<file path="src/rtl/led_seq_ctrl.sv">
// LED bank sequencer: OFF/ON/BLINK/BREATH patterns with a PWM breathing ramp.
// New settings arrive over valid/ready and take effect only at pattern-cycle boundaries.
module led_seq_ctrl #(
    parameter int STEP_MAX = 15,
    parameter int LVL_W    = 4,
    parameter int PRE_W    = 8
) (
    input  logic             clk_s,
    input  logic             rst,
    input  logic             en,
    input  logic             cfg_valid,
    output logic             cfg_ready,
    input  logic [1:0]       cfg_mode,
    input  logic [7:0]       cfg_mask,
    input  logic [PRE_W-1:0] cfg_period,
    output logic [7:0]       led,
    output logic [LVL_W-1:0] level,
    output logic             cycle_done
);
    // state | meaning
    // IDLE  | static OFF/ON drive; any pending config is applied on the next clock
    // BLINK | square wave, phase toggles every tick
    // UP    | breath ramp rising one level per tick
    // DOWN  | breath ramp falling; a tick at level 0 ends the pattern cycle

    localparam logic [1:0]       MODE_ON     = 2'd1;
    localparam logic [1:0]       MODE_BLINK  = 2'd2;
    localparam logic [1:0]       MODE_BREATH = 2'd3;
    localparam logic [LVL_W-1:0] LVL_MAX     = LVL_W'(STEP_MAX);
    localparam logic [LVL_W-1:0] PWM_LAST    = LVL_W'(STEP_MAX - 1);

    typedef enum logic [1:0] {S_IDLE, S_BLINK, S_UP, S_DOWN} state_t;

    state_t            state;
    logic [LVL_W-1:0]  pwm_cnt;
    logic [PRE_W-1:0]  pre_cnt;
    logic              phase;
    logic              pend;
    logic [1:0]        pend_mode;
    logic [7:0]        pend_mask;
    logic [PRE_W-1:0]  pend_period;
    logic [1:0]        act_mode;
    logic [7:0]        act_mask;
    logic [PRE_W-1:0]  act_period;

    logic frame_end;
    logic tick;
    logic cycle_end;
    logic apply;
    logic accept;
    logic on;

    function automatic state_t mode_state(input logic [1:0] m);
        state_t s;
        case (m)
            MODE_BLINK:  s = S_BLINK;
            MODE_BREATH: s = S_UP;
            default:     s = S_IDLE;
        endcase
        return s;
    endfunction

    assign frame_end = (pwm_cnt == PWM_LAST);
    assign tick      = frame_end && (pre_cnt == act_period);
    assign cycle_end = tick && (((state == S_BLINK) && phase) ||
                                ((state == S_DOWN) && (level == '0)));
    assign apply     = en && pend && ((state == S_IDLE) || cycle_end);
    assign accept    = cfg_valid && !pend;
    assign cfg_ready = !pend;

    always_comb begin
        on = 1'b0;
        case (state)
            S_IDLE:  on = (act_mode == MODE_ON);
            S_BLINK: on = phase;
            default: on = (pwm_cnt < level);
        endcase
    end

    always_ff @(posedge clk_s or posedge rst) begin
        if (rst) begin
            state       <= S_IDLE;
            pwm_cnt     <= '0;
            pre_cnt     <= '0;
            phase       <= 1'b0;
            level       <= '0;
            led         <= 8'h00;
            cycle_done  <= 1'b0;
            pend        <= 1'b0;
            pend_mode   <= 2'd0;
            pend_mask   <= 8'hFF;
            pend_period <= '0;
            act_mode    <= 2'd0;
            act_mask    <= 8'hFF;
            act_period  <= '0;
        end else begin
            pwm_cnt    <= frame_end ? '0 : pwm_cnt + LVL_W'(1);
            cycle_done <= 1'b0;

            if (accept) begin
                pend        <= 1'b1;
                pend_mode   <= cfg_mode;
                pend_mask   <= cfg_mask;
                pend_period <= cfg_period;
            end

            if (!en) begin
                state   <= S_IDLE;
                level   <= '0;
                phase   <= 1'b0;
                pre_cnt <= '0;
                led     <= 8'h00;
            end else begin
                led <= act_mask & {8{on}};
                if (frame_end)
                    pre_cnt <= (pre_cnt == act_period) ? '0 : pre_cnt + PRE_W'(1);

                case (state)
                    // resuming after en returns picks the pattern back up from its start
                    S_IDLE:  state <= mode_state(act_mode);
                    S_BLINK: if (tick) phase <= ~phase;
                    S_UP: begin
                        if (tick) begin
                            if (level == LVL_MAX) state <= S_DOWN;
                            else                  level <= level + LVL_W'(1);
                        end
                    end
                    S_DOWN: begin
                        if (tick) begin
                            if (level == '0) state <= S_UP;
                            else             level <= level - LVL_W'(1);
                        end
                    end
                    default: state <= S_IDLE;
                endcase

                if (cycle_end)
                    cycle_done <= 1'b1;

                if (apply) begin
                    pend       <= 1'b0;
                    act_mode   <= pend_mode;
                    act_mask   <= pend_mask;
                    act_period <= pend_period;
                    pre_cnt    <= '0;
                    level      <= '0;
                    phase      <= 1'b0;
                    state      <= mode_state(pend_mode);
                end
            end
        end
    end
endmodule

</file>
<file path="config.mk">
export PLATFORM = sky130hd
export DESIGN_NAME = led_seq_ctrl
export DESIGN_NICKNAME = d
export VERILOG_FILES = /design/src/rtl/led_seq_ctrl.sv
export SDC_FILE = /design/constraint.sdc
export NUM_CORES = 1
export LEC_CHECK = 0
export BUFFER_PORTS_ARGS = -buffer_cell sky130_fd_sc_hd__buf_2
export CELL_PAD_IN_SITES_DETAIL_PLACEMENT = 1
export CELL_PAD_IN_SITES_GLOBAL_PLACEMENT = 2
export CORE_ASPECT_RATIO = 1.1
export CORE_MARGIN = 1
export CORE_UTILIZATION = 39
export DETAILED_ROUTE_END_ITERATION = 8
export HOLD_SLACK_MARGIN = 0.15
export PLACE_DENSITY = 0.9
export SYNTH_ARGS = -nofsm -noshare
export SYNTH_HDL_FRONTEND = slang
export SYNTH_SLANG_ARGS = --single-unit
</file>
<file path="constraint.sdc">
create_clock -name clk_s -period 3.1 [get_ports clk_s]
set_clock_uncertainty 0.2 [all_clocks]
set_input_delay 0.465 -clock clk_s [delete_from_list [all_inputs] [get_ports clk_s]]
set_output_delay 0.465 -clock clk_s [all_outputs]
set_load 0.1 [all_outputs]
</file>
======== Word level (Yosys, flattened, before mapping) ========
Cells that the tools add are included.
cells by class
  multiplexer cells ....................... 32
  reduce and logical (&&, ||, !) cells .... 16
  $add $sub $neg .......................... 4
  $lt $le $gt $ge ......................... 1
  equality and inequality tests ........... 22
  bitwise operators ....................... 2
operator list
  operator                                                                  count
  8-bit two-way mux                                                         5
  4-bit two-way mux                                                         7
  4-bit inequality test (second input constant)                             5
  2-bit == test (second input constant)                                     6
  2-bit two-way mux                                                         6
  5-bit AND reduction                                                       2
  1-bit two-way mux                                                         9
  3-bit by 1-bit inequality test with 1-bit output (second input constant)  3
  4-bit by 1-bit adder with 4-bit output (second input constant)            2
  8-bit by 1-bit adder with 8-bit output (second input constant)            1
  8-bit bitwise AND                                                         1
  4-bit == test (second input constant)                                     2
  8-bit == test                                                             1
  2-bit one-hot mux with 2 select lines                                     2
  4-bit one-hot mux with 2 select lines                                     1
  1-bit logical AND                                                         7
  2-bit one-hot mux with 3 select lines                                     1
  5-bit by 1-bit inequality test with 1-bit output (second input constant)  1
  2-bit by 1-bit == test with 1-bit output (second input constant)          2
  4-bit logical NOT                                                         1
  4-bit < comparator                                                        1
  4-bit by 1-bit inequality test with 1-bit output (second input constant)  1
  4-bit by 3-bit inequality test with 1-bit output (second input constant)  1
  2-bit AND reduction                                                       2
  other kinds (6)                                                           7
storage, ports and cells
  word-level logic and storage cells ...... 91
  output and inout port bits .............. 14
  bits in registers ....................... 65
  input port bits ......................... 22

======== Longest topological paths before layout ========
  word-level depth ........................ 8
  mapped depth ............................ 8
  mapped depth without buffers ............ 7

======== Worst setup path before layout ========
No wires, ideal clock.
  path kind ............................... register to register
  start ................................... reg level[3]
  end ..................................... reg act_period[0]
  buffers on the path ..................... 1
  setup time .............................. 0.125 ns
  slack ................................... 0.469 ns
  clock period less this slack ............ 2.631 ns
  data arrival time ....................... 2.307 ns
  cell stages (with the launch flop) ...... 7
  data required time ...................... 2.775 ns
  cell sequence ........................... dfrtp_1 nor4_2 a22o_1 a41o_1 and3_2 buf_6 mux2_2
between the ends
  word-level cells in the longest chain between the ends .. 7
ends and longest elaborated chain
  what                                  RTL line  source
  start, declared                       17        output logic [LVL_W-1:0] level,
  start signal, assigned                125       else level <= level + LVL_W'(1);
  start signal, assigned                131       else level <= level - LVL_W'(1);
  4-bit logical NOT                     66        ((state == S_DOWN) && (level == '0)));
  1-bit logical AND                     66
  1-bit logical OR                      65        assign cycle_end = tick && (((state == S_BLINK) && phase) ||
  1-bit logical AND                     65
  1-bit logical OR                      67        assign apply = en && pend && ((state == S_IDLE) || cycle_end);
  1-bit logical AND                     67
  2-bit AND reduction (no source line)  -
  end signal, assigned                  144       act_period <= pend_period;
  end, declared                         44        logic [PRE_W-1:0] act_period;
No other way between the ends.
A chain may end at the register's enable or synchronous reset.

======== Final worst setup path ========
  start ................................... reg pre_cnt[2]
  end ..................................... reg act_period[1]
between the ends
  word-level cells in the longest chain between the ends .. 6
ends and longest elaborated chain
  what                                  RTL line  source
  start, declared                       36        logic [PRE_W-1:0] pre_cnt;
  start signal, assigned                116       pre_cnt <= (pre_cnt == act_period) ? '0 : pre_cnt + PRE_W'(1);
  8-bit == test                         64        assign tick = frame_end && (pre_cnt == act_period);
  1-bit logical AND                     64
  1-bit logical AND                     65
  1-bit logical OR                      67
  1-bit logical AND                     67
  2-bit AND reduction (no source line)  -
No other way between the ends.

==> reports/qor.csv <==
metric,value,unit
outcome,"complete, no violations",
Post-DRT Antenna Nets,0,
layout cells sized above 1,32.9,%
clk sinks,65,
number of synthesis warnings,0,
WS Path Type,reg2reg,
critical path cell sequence,xor2_1 -> nor4_4 -> a41o_1 -> and3_2 -> mux2_2,
XOR/XNOR share of the synthesized area,4.15,%
post-synthesis instance area,0.00317,sq mm
"Reg clk slew, reported paths",0.07,ns
WP depth,5,
unrepaired setup endpoints after global routing,false,
Hold/Removal Path Class,in2async,
Compound-Gate Fraction of Synth Area,10.6,%
dpl cells,401,
GR Overflow Total,0,
Leak,0.00165,uW
"commonest non-fill, non-tap cell in the layout",dfrtp_1,
antenna violations before repair,0,
largest family of logic cells by synthesized area,multiplexers,
dpl hpwl,4630,um
clock root buffer,clkbuf_8,
final-report hold violation count,0,
Final setup viols,0,
Area Overhead vs Synth,17.5,%
H-tree depth,3,
initial drt markers,84,
most frequent cells in the layout,"dfrtp_1, buf_2, mux2_2",
Crit path required time,3.12,ns
TritonCTS clock tree,built,
Rel. slew slack,45.3,%
Avg WL per Cell,15.5,um
largest fanout on the critical path,20,
max frequency,388,MHz
Synth Area in Adders,4.58,%
max_cap viols,0,
clk buf depth,2,
Slew Limit Fails,0,
simple-gate portion of the synthesized area,11.6,%
"EDFF count, synth",0,
number of global-route vias before repair,2207,
TritonCTS Buffers,9,
crit end category,flip-flop,
CP Data Arrival Time,2.60,ns
DR pass1 iterations,4,
Ant. Diodes,0,
R2R depth,5,
clk_lat worst skew,0.35,ns
largest net degree at the start of global routing,66,
total core area,0.00787,sq mm
fin nets,347,
"Seq/Total Area, Yosys",52.0,%
I/O Buffers,35,
Syn Nets,297,
Top Ports,36,
routed via count,2187,
mux share of post-synthesis cell area,13.1,%
GRT Total Usage,17.0,%
Layout Cells excl Fill,427,
crit path time final,2.58,ns
syn avg cell area,12.0,sq um
DRC Markers,0,
Netlist cell types,50,
crit share post-route,83.2,%
peak supply drop,0.529,mV
Power Density,805,mW/mm^2
initial core utilization,40.2,%
Startpoint Class,flip-flop,
first-pass GRT wire length,10800,um
critical path's slowest cell,and3_2,
routability congestion estimate,0.808,
Mapped Cells,264,
Filler cells,864,
CP max stage delay,0.49,ns
FP Rows,34,
die height,96.5,um
setup_tns,0,ns
synthesis-stage register bit count,65,
CP bufs+invs,0,
asr flop ratio synth,100,%
WL final,6600,um
die area,0.00848,sq mm
via/cell ratio,5.12,
width of the chip,87.9,um
"Primary FF master, synth",dfrtp_1,
worst-margin pin slew,0.821,ns
Worst path top cell family by delay,simple AND/OR/NAND/NOR gates,
-- per-stage QoR --
step                utilization [%]  hold slack, ns  instance area (sq um)  worst slack, ns  power (uW)
floorplan                         -           0.260                   3170            0.469        2140
global placement               43.8           0.278                   3440            0.611        2310
detailed placement             43.8           0.287                   3440            0.528        2360
CTS                            47.0           0.153                   3700            0.508        3030
global route                   47.3           0.156                   3720            0.329        3170
finish                         47.3           0.157                   3720            0.522        2990
-- cell families after synthesis --
group | count (synthesis)
AO/OA/AOI/OAI | 49
XOR/XNOR | 15
adder cells (fa/ha/maj) | 11
buffers and inverters | 29
flip-flops | 65
multiplexers | 37
AND/OR/NAND/NOR | 58
-- layout make-up --
| class | count | area [sq um] | area share [%] |
|---|---|---|---|
| Sequential cell | 65 | 1650 | 44.3 |
| Multi-Input combinational cell | 170 | 1390 | 37.4 |
| Timing Repair Buffer | 47 | 290 | 7.80 |
| Clock buffer | 14 | 163 | 4.37 |
| Tap cell | 108 | 135 | 3.63 |
| Inverter | 21 | 78.8 | 2.12 |
| Clock inverter | 2 | 13.8 | 0.370 |
-- flip-flops by register name, indices dropped and copies added (netlist names) --
register and cells:
act_mode 2, act_period 8, act_mask 8, state 2, pend 1, pwm_cnt 4
pend_period 8, level 4, pend_mode 2, phase 1, cycle_done 1, pre_cnt 8
pend_mask 8, led 8
-- what timing repair did --
| item | in CTS | in global routing |
|---|---|---|
| hold buffers | 8 | 2 |
| setup buffers | 0 | 0 |
| endpoints found under the hold margin | 8 | 2 |
| resized for setup | 0 | 0 |
-- power breakdown --
part,internal (uW),leakage (uW),switching [uW]
Sequential,1200,0.000799,179
Clock,335,0.0000907,316
Combinational,408,0.000763,556
-- per-layer routing --
| metal | global-route usage, % | part of all wire [%] | vias to the layer above |
|---|---|---|---|
| met5 | 0 | 0 | - |
| met4 | 6.97 | 1.8 | 0 |
| met3 | 4.16 | 2.8 | 10 |
| met2 | 27.0 | 49 | 29 |
| met1 | 22.3 | 46 | 1100 |
| li1 | - | - | 1048 |
-- final timing paths --
kind,start,to,slack (ns)
worst min register to register,pend_period[4]$_DFFE_PP0P_,act_period[4]$_DFFE_PP0P_,0.29
min in group clk_s,cfg_period[3],pend_period[3]$_DFFE_PP0P_,0.16
max in group asynchronous,rst,pre_cnt[0]$_DFFE_PP0P_,2.01
worst max-delay path,pre_cnt[2]$_DFFE_PP0P_,act_period[1]$_DFFE_PP0P_,0.52
worst max register to register,pre_cnt[2]$_DFFE_PP0P_,act_period[1]$_DFFE_PP0P_,0.52
worst min-delay path,rst,pend_mode[0]$_DFFE_PP0P_,0.16
-- cells in the mapped netlist (2+ instances only) --
cell type	number	area, sq um
nor4_1	2	12.5
nand2_1	11	41.3
and3_2	4	30.0
nor3_1	10	50.1
xor2_1	9	78.8
inv_1	21	78.8
a211oi_1	9	67.6
clkbuf_1	3	11.3
dfrtp_1	49	1230
a21oi_1	9	45.0
nor2b_1	2	12.5
buf_6	2	22.5
or4_1	2	15.0
buf_2	2	10.0
o31ai_1	4	30.0
nand3_1	5	25.0
nor3b_1	2	15.0
mux2_1	11	124
xnor2_1	6	52.6
a21o_2	2	17.5
nand2b_1	3	18.8
a21o_1	3	22.5
mux2_2	25	282
nor4_4	2	42.5
o21ai_0	7	35.0
nor2_1	4	15.0
nand4_1	2	12.5
dfstp_2	16	420
ha_1	10	125
o22ai_1	3	18.8
and3_1	3	18.8
a31oi_1	2	12.5
a21boi_0	2	15.0
-- worst register-to-register path: cells and delay by family, from the launching register on --
| family | cells | cell delay, ns |
|---|---|---|
| and+or+nand+nor | 2 | 0.97 |
| DFF | 1 | 0.44 |
| muxes | 1 | 0.40 |
| AOI/OAI and AO/OA | 1 | 0.26 |
| xor gates and xnor gates | 1 | 0.19 |
Power figures use the tool's default switching activity.
